$ cat config.mk
export PLATFORM = sky130hd
export DESIGN_NAME = err_meas_ctrl
export DESIGN_NICKNAME = d
export VERILOG_FILES = /design/src/rtl/err_meas_ctrl_pkg.sv /design/src/rtl/err_meas_ctrl_win_cnt.sv /design/src/rtl/err_meas_ctrl.sv
export SDC_FILE = /design/constraint.sdc
export NUM_CORES = 1
export LEC_CHECK = 0
export CAP_MARGIN = 20
export CORE_MARGIN = 2
export CORE_UTILIZATION = 45
export CTS_BUF_LIST = sky130_fd_sc_hd__clkbuf_8
export CTS_CLUSTER_SIZE = 24
export DETAILED_ROUTE_END_ITERATION = 12
export PLACE_DENSITY = 0.82
export SLEW_MARGIN = 20
export SYNTH_ARGS = -nofsm -noshare
export SYNTH_HDL_FRONTEND = slang
export SYNTH_SLANG_ARGS = --single-unit
$ cat constraint.sdc
create_clock -name clk -period 3 [get_ports clk]
set_input_delay 0.75 -clock clk [delete_from_list [all_inputs] [get_ports clk]]
set_output_delay 0.75 -clock clk [all_outputs]
set_load 0.1 [all_outputs]
$ cat src/rtl/err_meas_ctrl_pkg.sv
// err_meas_ctrl_pkg: shared state encoding and parameter defaults for the MER measurement sequencer
package err_meas_ctrl_pkg;
    localparam int LFSR_LEN    = 4;
    localparam int SETTLE_DEF  = 16;
    localparam int CAP_DLY_DEF = 1;

    typedef enum logic [1:0] {
        S_IDLE    = 2'd0,
        S_SETTLE  = 2'd1,
        S_ACCUM   = 2'd2,
        S_CAPTURE = 2'd3
    } state_t;
endpackage

$ cat src/rtl/err_meas_ctrl_win_cnt.sv
// meas_win_cnt: enabled window counter with sync clear and terminal-count compare against a runtime limit
module meas_win_cnt #(
    parameter int W = 5
) (
    input  logic         clk,
    input  logic         reset,
    input  logic         i_en,
    input  logic         i_clr,
    input  logic [W-1:0] i_limit,
    output logic         o_tc
);
    logic [W-1:0] r_cnt;

    assign o_tc = i_en && (r_cnt == i_limit - W'(1));

    always_ff @(posedge clk) begin
        if (reset || i_clr)
            r_cnt <= '0;
        else if (i_en)
            r_cnt <= r_cnt + W'(1);
    end
endmodule

$ cat src/rtl/err_meas_ctrl.sv
// err_meas_ctrl: frames squared-error accumulator windows and hands the captured mean to readout
module err_meas_ctrl
    import err_meas_ctrl_pkg::*;
#(
    parameter int LOG2_N  = LFSR_LEN,
    parameter int SETTLE  = SETTLE_DEF,
    parameter int CAP_DLY = CAP_DLY_DEF
) (
    input  logic               clk,
    input  logic               reset,
    input  logic               clk_en,
    input  logic               start,
    input  logic               continuous,
    input  logic               abort,
    input  logic signed [17:0] acc_in,
    input  logic signed [17:0] thresh,
    output logic               hold,
    output logic               busy,
    output logic signed [17:0] result,
    output logic               result_valid,
    input  logic               result_ack,
    output logic               mer_ok,
    output logic               overrun
);
    localparam int CW = LOG2_N + 1;
    localparam logic [CW-1:0] L_SETTLE = CW'(SETTLE);
    localparam logic [CW-1:0] L_WIN    = CW'(2 ** LOG2_N);
    localparam logic [CW-1:0] L_CAP    = CW'(CAP_DLY + 1);

    state_t             r_state;
    logic signed [17:0] r_result;
    logic               r_valid;
    logic               r_mer_ok;
    logic               r_overrun;
    logic [CW-1:0]      w_limit;
    logic               w_en;
    logic               w_clr;
    logic               w_tc;

    assign hold         = (r_state != S_ACCUM);
    assign busy         = (r_state != S_IDLE);
    assign result       = r_result;
    assign result_valid = r_valid;
    assign mer_ok       = r_mer_ok;
    assign overrun      = r_overrun;

    // counter restarts on every state change so each phase counts from zero
    assign w_en  = clk_en && busy;
    assign w_clr = abort || w_tc || (!busy && start);

    always_comb begin
        w_limit = (r_state == S_SETTLE) ? L_SETTLE :
                  (r_state == S_ACCUM)  ? L_WIN : L_CAP;
    end

    meas_win_cnt #(.W(CW)) u_cnt (
        .clk     (clk),
        .reset   (reset),
        .i_en    (w_en),
        .i_clr   (w_clr),
        .i_limit (w_limit),
        .o_tc    (w_tc)
    );

    always_ff @(posedge clk) begin
        if (reset) begin
            r_state   <= S_IDLE;
            r_result  <= '0;
            r_valid   <= 1'b0;
            r_mer_ok  <= 1'b0;
            r_overrun <= 1'b0;
        end else begin
            if (result_ack)
                r_valid <= 1'b0;
            if (abort)
                r_state <= S_IDLE;
            else begin
                case (r_state)
                    S_IDLE: begin
                        if (start) begin
                            r_state   <= S_SETTLE;
                            r_overrun <= 1'b0;
                        end
                    end
                    S_SETTLE: if (w_tc) r_state <= S_ACCUM;
                    S_ACCUM:  if (w_tc) r_state <= S_CAPTURE;
                    S_CAPTURE: begin
                        // a capture overrides a same-cycle ack; only an unacked result counts as overrun
                        if (w_tc) begin
                            r_state  <= continuous ? S_ACCUM : S_IDLE;
                            r_result <= acc_in;
                            r_mer_ok <= (acc_in <= thresh);
                            r_valid  <= 1'b1;
                            if (r_valid && !result_ack)
                                r_overrun <= 1'b1;
                        end
                    end
                endcase
            end
        end
    end
endmodule

### After elaboration in Yosys (flattened, before gate mapping)

Index checks and enable logic that the tools add are counted.

* bits in registers: 28
* input port bits: 43

* eq/ne operators: 10
* bitwise gates (word level): 1
* multiplexer cells: 16
* reduce and logical (&&, ||, !) cells: 16
* magnitude comparators: 1
* $add $sub $neg: 2

Operator list (number)
* $le 18x18->1: 1
* $ne 2x2->1 const B: 6
* $mux 2: 5
* $mux 5: 2
* $pmux 2 s4: 1
* $mux 1: 7
* $add 5x1->5 const B: 1
* $eq 5x5->1: 1
* $reduce_and 5->1: 1
* $sub 5x1->5 const B: 1
* $eq 2x2->1 const B: 2
* $logic_and 1x1->1: 4
* $reduce_and 4->1: 1
* $reduce_bool 2->1: 2
* $logic_or 1x1->1: 3
* $reduce_and 3->1: 1
* $eq 2x1->1 const B: 1
* $logic_not 1->1: 2
* $logic_not 2->1: 1
* $pmux 1 s2: 1
* $reduce_or 2->1: 1
* $not 1->1: 1

### Depth between registers and ports, before layout

* word-level depth: 9
* depth in mapped cells: 9
* gate-level depth less buffers: 8

### Hierarchy

Synthesis repeated with hierarchy kept, for this count alone.

* cells, all modules: 221
* area total of the unflattened synthesis: 1794.2 um^2

Modules (own cells, without submodules)
* err_meas_ctrl: cells an instance 184, instances 1, area an instance 1448.9 um^2
* meas_win_cnt: cells an instance 37, instances 1, area an instance 345.3 um^2

### Least setup slack after synthesis

Ideal clock, no wire load.

* path type: register to register
* from: register r_state[0]
* to: register r_state[1]
* period minus slack after synthesis: 2.437 ns
* path buffers: 0
* setup time: 0.103 ns
* arrival: 2.334 ns
* path slack: 0.563 ns
* stages on the path, launching flop included: 8
* cell sequence: dfxtp_1 inv_1 ha_1 inv_1 nor2_1 o41ai_4 a21oi_2 a2111oi_2

RTL lines
* from (decl): line err_meas_ctrl.sv:30 `state_t r_state;`
* from (signal assigned): line err_meas_ctrl.sv:90 `r_state <= continuous ? S_ACCUM : S_IDLE;`
* $reduce_bool 2->1 (*): line err_meas_ctrl.sv:41 `assign busy = (r_state != S_IDLE);`
* named net busy: line err_meas_ctrl.sv:18 `output logic busy,`
* $logic_and 1x1->1 (*): line err_meas_ctrl.sv:48 `assign w_en = clk_en && busy;`
* $logic_and 1x1->1 (*): line err_meas_ctrl_win_cnt.sv:14 `assign o_tc = i_en && (r_cnt == i_limit - W'(1));`
* $ne 2x2->1 (no line)
* $reduce_and 4->1 (no line) (*)

Mark *: on every way through the listed nets, which the timed path passes. The rest lies on a longest branch.
A chain may end at the register's enable or synchronous reset.

### Worst setup path after layout

* from: input port thresh[5]
* to: register r_mer_ok, in the netlist mer_ok

* cells in the longest elaborated chain, start to end: 1

Ends and longest elaborated chain
* from (decl): line err_meas_ctrl.sv:16 `input logic signed [17:0] thresh,`
* $le 18x18->1: line err_meas_ctrl.sv:92 `r_mer_ok <= (acc_in <= thresh);`
* to (signal assigned): line err_meas_ctrl.sv:92
* to (decl): line err_meas_ctrl.sv:33 `logic r_mer_ok;`

No other way between the ends.

==> out/results.ini <==
[place]
gp_congestion = 0.7967
place_area_um2 = 2369
hpwl_mm = 3.092
place_ws_ns = 0.1553
portBuffers = 65
dp.cells = 321

[min_path]
min_to = result[0]
hold_path.class = reg2reg
hold_depth = 2
min_from = result[0]

[sta]
timing.fmax_mhz = 394.5
rsz0062_at_grt = no
final.period_utilization = 0.8450
fin_tns_setup_ns = 0
worst_slack_ns = 0.4651
timing.final.hold_violations = 0
finalCriticalPeriod_ns = 2.535
setup_violations = 0
slew_headroom = 0.6669
worst_pin_slew_ns = 0.4960
hold_ws_ns = 0.4561
maxSlewViolCount = 0
finClkSkew_ns = 0.001945

[detailed_routing]
wirelength_mm = 3.807
drt_iter0_drc = 73
wl_per_cell_um = 11.71
drt_pre_antenna_iters = 4
routed_via_density = 4.985
via_count = 1620
drc = 0
ant_nets = 0

[floorplan]
fp-row-count = 22
dieArea_um2 = 4290
initial_utilization = 0.4648
core_um2 = 3661
die_w_um = 65.50
pin_count = 66
die_h_um = 65.50

[critical_path]
reg2reg_to = r_state[1]
cp_max_fo = 3
cp-start-kind = input port
required_ns = 3.19
r2r-start = r_state[0]
arrival_ns = 2.72
end_kind = flip-flop
worstSetupPathType = in2reg
reg2reg_slack_ns = 0.78
reg2reg_depth = 8

[final_layout]
area_delta_synth_final_pct = 42.43
final_cells = 325
postLayoutCellArea_um2 = 2424
finish.utilization = 0.6620
drive_above_1_share = 0.1516
finalNetCount = 345
diodes = 0

[power_and_ir_drop]
p_sw_frac = 0.2535
pwr_density_cell_nw_per_um2 = 320.9
leakagePower_nw = 1.027
p_total_mw = 0.7778
vdd_ir_drop_max_mv = 0.1710
p_comb_frac = 0.217
p_sw_mw = 0.1972
pwr-share-seq = 0.482
pwr-share-clk = 0.300
p_int_mw = 0.5806

[yosys]
ys_seq_area_frac = 0.3294
synth.cell_area_um2 = 1702
syn_inst = 208
synth_cell_type_count = 37
avgSynthCellArea_um2 = 8.181
syn_nets = 275
synth_top_area_cell = dfxtp_1
synth_top_area_frac = 0.3294
synth_area_leaders = dfxtp_1, ha_1, nand2_1
ys_ff_latch = 28
ys.warnings.count = 0

[clock_network]
cts.sinks = 28
clockBufferDepth = 2
tritoncts = built
ctsHoldBuffers = 0
clk_latency_ns = 0.27
clk_pin_slew_worst_paths_ns = 0.09
ctsResizeCount = 0
ctsHtreeMaxLevel = 1
postCtsSetupRepairBufs = 0
root_buffer = clkbuf_8
cts_inserted_buffers = 3

[grt]
antenna_found_initial = 0
grt_max_degree = 16
grt_pass1_vias = 1529
grt_use_total = 0.1896
grt_pass1_wl_mm = 6.486
overflow = 0

[run_status]
outcome = complete, no violations

[run]
drv_cap = 0

layout make-up:
class / instances / area [µm²]
inverter: 24 / 90.09
clock buffer: 4 / 55.05
timing repair buffer: 72 / 645.6
fill: 307 / 1237
sequential: 28 / 560.5
tap: 48 / 60.06
multi-input combinational: 149 / 1012
how the worst max path moves through the flow:
| stage | startpoint | end | cells after the start |
|---|---|---|---|
| 2_1_floorplan | r_state[0] | r_state[1] | 7 |
| 3_3_place_gp | thresh[5] | mer_ok | 9 |
| 3_5_place_dp | thresh[5] | mer_ok | 9 |
| 4_1_cts | thresh[5] | mer_ok | 9 |
| 5_1_grt | thresh[5] | mer_ok | 9 |
| 6_report | thresh[5] | mer_ok | 9 |
metal layers:
layer	track usage	share of wire
met4	0.03906	0.0058
met2	0.3316	0.46
met1	0.2428	0.47
met5	0	0
met3	0.03596	0.064
cells by family (layout without fill, tap and decap cells):
| family | Yosys count | after routing | share of synthesized area |
|---|---|---|---|
| XOR/XNOR | 4 | 4 | 0.02059 |
| AND/OR/NAND/NOR | 78 | 78 | 0.2221 |
| buffers and inverters | 31 | 100 | 0.07573 |
| multiplexers | 1 | 1 | 0.005883 |
| adder cells (fa/ha/maj) | 24 | 24 | 0.1765 |
| flip-flops | 28 | 28 | 0.3294 |
| AO/OA/AOI/OAI | 42 | 42 | 0.1699 |
registers in the layout, indices dropped and copies added, names as in the netlist:
register,count
overrun,1
result,18
result_valid,1
u_cnt.r_cnt,5
r_state,2
mer_ok,1
power by group through the flow:
stage / sequential (mW) / combinational [mW] / clock (mW)
after floorplan: 0.383 / 0.0888 / 0
after global placement: 0.384 / 0.166 / 0
after detailed placement: 0.384 / 0.169 / 0
after CTS: 0.375 / 0.171 / 0.241
after global routing: 0.375 / 0.189 / 0.258
final: 0.375 / 0.169 / 0.234
critical path: stages:
cell and delay, ns:
clkdlybuf4s50_1 0.45, inv_1 0.04, ha_1 0.30, a21oi_1 0.15
o21ai_0 0.09, a2111oi_0 0.44, o31ai_1 0.13, xnor2_1 0.14
a311oi_1 0.24
synth_stat cells, drive strengths merged:
| library cell | count |
|---|---|
| mux2i | 1 |
| and2 | 1 |
| a31oi | 1 |
| xor2 | 3 |
| nor3 | 2 |
| o31ai | 1 |
| nor3b | 1 |
| or4 | 1 |
| o41ai | 1 |
| inv | 24 |
| a211oi | 4 |
| a21oi | 26 |
| a221oi | 1 |
| o21ai | 3 |
| nor4 | 3 |
| or3 | 1 |
| a2111oi | 4 |
| xnor2 | 1 |
| clkbuf | 3 |
| nand3 | 3 |
| nand2 | 42 |
| dfxtp | 28 |
| a311oi | 1 |
| nor2 | 13 |
| and4 | 1 |
| nor2b | 1 |
| ha | 24 |
| nand4 | 5 |
| buf | 4 |
| nand2b | 3 |
| nand3b | 1 |
layout by cell type (no fill, tap or decap):
cell type	count
and4_1	1
or4_1	1
nor3b_1	1
xnor2_1	1
mux2i_1	1
o41ai_4	1
clkdlybuf4s50_1	42
a221oi_1	1
and2_1	1
inv_1	24
a2111oi_2	2
dfxtp_1	28
a211oi_1	4
a31oi_1	1
xor2_1	3
buf_4	30
a311oi_1	1
nor3_1	2
o31ai_1	1
nand3b_1	1
ha_1	24
or3_4	1
a21oi_2	2
nor4_1	2
nand3_1	3
nor4_4	1
nor2_1	13
nand2_1	42
nand4_1	5
a21oi_1	24
nand2b_1	3
clkbuf_8	4
nor2b_4	1
a2111oi_0	2
o21ai_0	3
(Power assumes the default switching activity.)
